<file path="config.mk">
export PLATFORM = sky130hd
export DESIGN_NAME = fetch_queue
export DESIGN_NICKNAME = d
export VERILOG_FILES = /design/src/rtl/fetch_queue.sv
export SDC_FILE = /design/constraint.sdc
export NUM_CORES = 1
export LEC_CHECK = 0
export CAP_MARGIN = 10
export CORE_ASPECT_RATIO = 1.1
export CORE_MARGIN = 4
export CORE_UTILIZATION = 62
export CTS_BUF_LIST = sky130_fd_sc_hd__clkbuf_4 sky130_fd_sc_hd__clkbuf_8
export DETAILED_ROUTE_END_ITERATION = 10
export PLACE_DENSITY = 0.88
export SETUP_SLACK_MARGIN = 0.4
export SLEW_MARGIN = 25
export SYNTH_ARGS = -nofsm -noshare
export SYNTH_HDL_FRONTEND = slang
export SYNTH_SLANG_ARGS = --single-unit
</file>
<file path="constraint.sdc">
create_clock -name clk -period 8.22 [get_ports clk]
set_clock_uncertainty 0.2 [all_clocks]
set_input_delay 2.055 -clock clk [delete_from_list [all_inputs] [get_ports clk]]
set_output_delay 2.055 -clock clk [all_outputs]
set_load 0.02 [all_outputs]
</file>
<file path="src/rtl/fetch_queue.sv">
// Instruction-fetch front end: owns the fetch PC, issues sequential requests
// to a 1-cycle-latency instruction memory, and buffers {instr, pc} pairs in a
// DEPTH-entry circular queue drained by decode. A redirect flushes wrong-path state.
module fetch_queue #(
   parameter int unsigned ADDR_W   = 64,
   parameter int unsigned INSTR_W  = 32,
   parameter int unsigned DEPTH    = 4,
   parameter logic [ADDR_W-1:0] RESET_PC = '0,
   parameter int unsigned PC_STEP  = 4
) (
   input  logic                         clk,
   input  logic                         reset,
   input  logic                         redirect_valid,
   input  logic [ADDR_W-1:0]            redirect_pc,
   output logic                         imem_req,
   output logic [ADDR_W-1:0]            imem_addr,
   input  logic [INSTR_W-1:0]           imem_rdata,
   output logic                         out_valid,
   input  logic                         out_ready,
   output logic [INSTR_W-1:0]           out_instr,
   output logic [ADDR_W-1:0]            out_pc,
   output logic [$clog2(DEPTH+1)-1:0]   occupancy
);

   localparam int unsigned CNT_W = $clog2(DEPTH + 1);
   localparam int unsigned CR_W  = CNT_W + 1;
   localparam int unsigned PTR_W = $clog2(DEPTH);

   localparam logic [CR_W-1:0]   DEPTH_CR = CR_W'(DEPTH);
   localparam logic [PTR_W-1:0]  PTR_LAST = PTR_W'(DEPTH - 1);
   localparam logic [ADDR_W-1:0] STEP     = ADDR_W'(PC_STEP);

   typedef struct packed {
      logic [INSTR_W-1:0] instr;
      logic [ADDR_W-1:0]  pc;
   } entry_t;

   logic [ADDR_W-1:0] fetch_pc_q, fetch_pc_d;
   logic              req_valid_q, req_valid_d;
   logic [ADDR_W-1:0] req_pc_q, req_pc_d;
   logic [PTR_W-1:0]  wr_ptr_q, wr_ptr_d;
   logic [PTR_W-1:0]  rd_ptr_q, rd_ptr_d;
   logic [CNT_W-1:0]  count_q, count_d;
   entry_t            mem_q [DEPTH];
   entry_t            mem_d [DEPTH];

   logic [CR_W-1:0]   credit;
   logic              push;
   logic              pop;

   // Circular pointer advance that also handles non-power-of-two depths
   function automatic logic [PTR_W-1:0] ptr_inc(input logic [PTR_W-1:0] p);
      return (p == PTR_LAST) ? '0 : p + PTR_W'(1);
   endfunction

   // In-flight request holds a queue slot, so it counts against issue credit
   assign credit   = {1'b0, count_q} + CR_W'(req_valid_q);
   assign imem_req = !reset && !redirect_valid && (credit < DEPTH_CR);
   assign push     = req_valid_q && !redirect_valid;
   assign pop      = (count_q != '0) && out_ready && !redirect_valid;

   assign imem_addr = fetch_pc_q;
   assign out_valid = (count_q != '0);
   assign out_instr = mem_q[rd_ptr_q].instr;
   assign out_pc    = mem_q[rd_ptr_q].pc;
   assign occupancy = count_q;

   // Next-state: issue, response push, head pop; redirect flushes everything
   always_comb begin
      fetch_pc_d  = fetch_pc_q;
      req_valid_d = 1'b0;
      req_pc_d    = req_pc_q;
      wr_ptr_d    = wr_ptr_q;
      rd_ptr_d    = rd_ptr_q;
      count_d     = count_q;
      mem_d       = mem_q;

      if (redirect_valid) begin
         fetch_pc_d = redirect_pc;
         wr_ptr_d   = '0;
         rd_ptr_d   = '0;
         count_d    = '0;
      end else begin
         if (imem_req) begin
            req_valid_d = 1'b1;
            req_pc_d    = fetch_pc_q;
            fetch_pc_d  = fetch_pc_q + STEP;
         end
         if (push) begin
            mem_d[wr_ptr_q] = '{instr: imem_rdata, pc: req_pc_q};
            wr_ptr_d        = ptr_inc(wr_ptr_q);
         end
         if (pop) begin
            rd_ptr_d = ptr_inc(rd_ptr_q);
         end
         case ({push, pop})
            2'b10:   count_d = count_q + CNT_W'(1);
            2'b01:   count_d = count_q - CNT_W'(1);
            default: count_d = count_q;
         endcase
      end
   end

   // Control state with synchronous reset; reset overrides redirect
   always_ff @(posedge clk) begin
      if (reset) begin
         fetch_pc_q  <= RESET_PC;
         req_valid_q <= 1'b0;
         req_pc_q    <= '0;
         wr_ptr_q    <= '0;
         rd_ptr_q    <= '0;
         count_q     <= '0;
      end else begin
         fetch_pc_q  <= fetch_pc_d;
         req_valid_q <= req_valid_d;
         req_pc_q    <= req_pc_d;
         wr_ptr_q    <= wr_ptr_d;
         rd_ptr_q    <= rd_ptr_d;
         count_q     <= count_d;
      end
   end

   // Queue storage; contents are qualified by count so no reset is needed
   always_ff @(posedge clk) begin
      if (!reset) begin
         mem_q <= mem_d;
      end
   end

endmodule

</file>
==> impl_metrics.yaml <==
status:
  status: "finished clean"
global_routing:
  antenna_found_initial: 5
  grt_pass1_vias: 13670
  grt_overflow_total: 0
  grt_pass1_wl_um: 76920
  grt_usage_pct: 27.67
  grt_start_max_net_pins: 76
synth:
  synth_ff_type: "edfxtp_1"
  async_flop_share_pct: 0
  syn_nets: 1490
  synth_cell_type_count: 51
  synth_warnings: 0
  synth_edf_count: 384
  syn_area_mm2: 0.02034
  synth_area_per_cell_um2: 14.72
  syn_inst: 1382
  yosysTopAreaCell: "edfxtp_1"
  yosysSeqAreaShare_pct: 70.06
  synthTopCellsByArea: "edfxtp_1, dfxtp_1, mux4_2, nand2_1, a21oi_1"
  synth_top_area_share_pct: 56.68
  synth_seq_cells: 520
finish:
  nNetsFinal: 1760
  final_cell_mix: "edfxtp_1, clkdlybuf4s50_1, nand2_1, dfxtp_1, a21oi_1"
  final_util_pct: 77.00
  num-fill-cells: 1860
  final-seq-area_mm2: 0.01426
  drive_gt1_share_pct: 15.23
  final_area_mm2: 0.02493
  multi_input_area_mm2: 0.005697
  final_common_cell: "edfxtp_1"
  areaGrowthSynthToFinish_pct: 22.54
worst_setup_path:
  cp-start-kind: "input pin"
  cp_slowest_cell: "clkdlybuf4s50_1"
  cp_data_required_time_ns: 5.97
  max_stage_delay_ns: 0.72
  crit_type: "in2out"
  crit_fanout: 35
  endpoint_kind: "primary output"
  path_cells: "buf_4 -> or2_1 -> a311o_2 -> clkinv_2 -> clkdlybuf4s50_1"
  arrival_ns: 4.20
  rrSetupSlack_ns: 4.89
power_and_ir_drop:
  powerDensity_mw_per_mm2: 211.5
  p_leak_nw: 8.305
  ir_drop_mv: 0.1311
cts:
  clkLatencyLatePin_ns: 0.61
  htreeDepth: 3
  cts_buffers: 77
  cts_resized: 0
  cts_tree: "yes"
  clkTransAtPathRegs_ns: 0.06
  root_buffer: "clkbuf_8"
  cts_setup_buffers: 0
  clk_path_buf_depth: 3
  cts-hold-fix-buffers: 0
  clock_sinks: 520
floorplanning:
  rows: 69
  die_h_um: 198.0
  die_area_mm2: 0.03578
  die_w_um: 180.7
  start_util_pct: 62.84
  core_mm2: 0.03237
  num_io_pins: 265
placed_design:
  dp.final_hpwl_um: 30980
  dpl_cell_area_mm2: 0.02331
  portBuffers: 264
  gp_congestion: 0.8909
timing:
  slew_headroom_pct: 29.99
  fmax_mhz: 154.9
  fin_crit_sh_pct: 78.55
  final_max_slew_viol_count: 0
  grt_setup_unrepaired: "no"
  fin_setup_tns_ns: 0
  tightest_slew_ns: 1.050
  hold_viol: 0
  hold_ws_ns: 0.2791
  finalSetupViolations: 0
  period_minus_slack_ns: 6.457
drt:
  drt-vias-per-instance: 6.284
  drc: 0
  dr.pass1.iters: 6
  ant_nets: 0
  vias: 13450
  drt_iter0_markers: 1460
  wl_um: 49360
  detail_route.wl_per_cell_um: 23.06
job:
  maxCapViolCount: 0
min_path:
  hp-class: "reg2reg"
cells in the mapped netlist, types with 2 or more instances:
library cell and number:
nor2b_1 7, a21oi_1 120, nand3_1 26, buf_1 14, mux2i_1 5, clkbuf_1 66
and4_1 8, a32oi_1 3, a31oi_1 21, nor2_1 55, nor3_1 22, o21a_1 3
or3_1 10, nor4_1 22, nand3b_1 3, edfxtp_1 384, a21o_1 2, nor4b_1 2
a22oi_1 8, nand2b_1 5, buf_2 5, dfxtp_1 136, o22ai_1 13, or4_1 5
or2_2 3, nand4_1 27, and3_1 13, a221oi_1 7, mux2_2 2, o21ai_0 39
ha_1 7, xor2_1 5, buf_6 2, nand2_1 187, inv_1 19, a41oi_1 2
xnor2_1 12, mux4_2 96, o31a_1 4
per-layer routing:
| metal | wire [um] | part of all wire [%] | track usage [%] | up-vias |
|---|---|---|---|---|
| met5 | 46 | 0.093 | 0 | - |
| met4 | 1298 | 2.6 | 8.964 | 8 |
| met3 | 5138 | 10 | 7.055 | 130 |
| met2 | 24530 | 50 | 45.41 | 832 |
| met1 | 18350 | 37 | 37.10 | 6594 |
| li1 | - | - | - | 5889 |
final cells by class:
| class | instances | area share [%] |
|---|---|---|
| antenna | 1 | 0.01004 |
| clock buffer | 124 | 6.018 |
| clock inverter | 17 | 0.3413 |
| inverter | 20 | 0.3061 |
| multi-input combinational | 755 | 22.85 |
| sequential | 520 | 57.20 |
| tap | 426 | 2.138 |
| timing repair buffer | 278 | 11.13 |
flip-flops by register name, summed over array words and instances, names as in the netlist:
signal       flops
imem_addr       64
mem_q          384
occupancy        3
rd_ptr_q         2
req_pc_q        64
req_valid_q      1
wr_ptr_q         2
worst paths after layout:
check                      start             to  depth (start not counted)
setup / recovery  redirect_valid       imem_req                          5
hold / removal      imem_addr[1]    req_pc_q[1]                          2
hold reg to reg     imem_addr[1]    req_pc_q[1]                          2
setup reg to reg    imem_addr[2]  imem_addr[63]                          6
critical path: cells and delay by family:
kind | cells | cell delay [ns]
buffers and inverters | 3 | 1.32
AO/OA/AOI/OAI | 1 | 0.42
AND/OR/NAND/NOR | 1 | 0.37
where the power goes:
part / leakage (nW) / switching, mW / internal (mW)
logic: 2.46 / 0.150 / 0.130
registers: 5.00 / 0.0593 / 2.84
clock network: 0.851 / 0.935 / 1.16
total: 8.31 / 1.14 / 4.13
cell families (layout without fill, tap and decap cells):
family	count (synthesis)	after routing	share of synthesized area [%]
simple gates	401	401	9.299
compound gates	226	226	6.316
buf+inv	107	439	2.079
other cells	0	1	0
flops	520	520	70.06
mux	103	103	10.98
fa+ha+maj	8	8	0.5289
xor+xnor	17	17	0.7318
per-stage QoR:
| stage | total power [mW] | std cells | worst slack [ns] |
|---|---|---|---|
| after floorplan | 3.071 | 1382 | 2.331 |
| after global placement | 3.217 | 1998 | 1.849 |
| after detailed placement | 3.227 | 1998 | 1.806 |
| after CTS | 5.297 | 2139 | 1.791 |
| after global routing | 5.458 | 2140 | 1.690 |
| final | 5.272 | 2141 | 1.763 |
(Power assumes the default switching activity.)
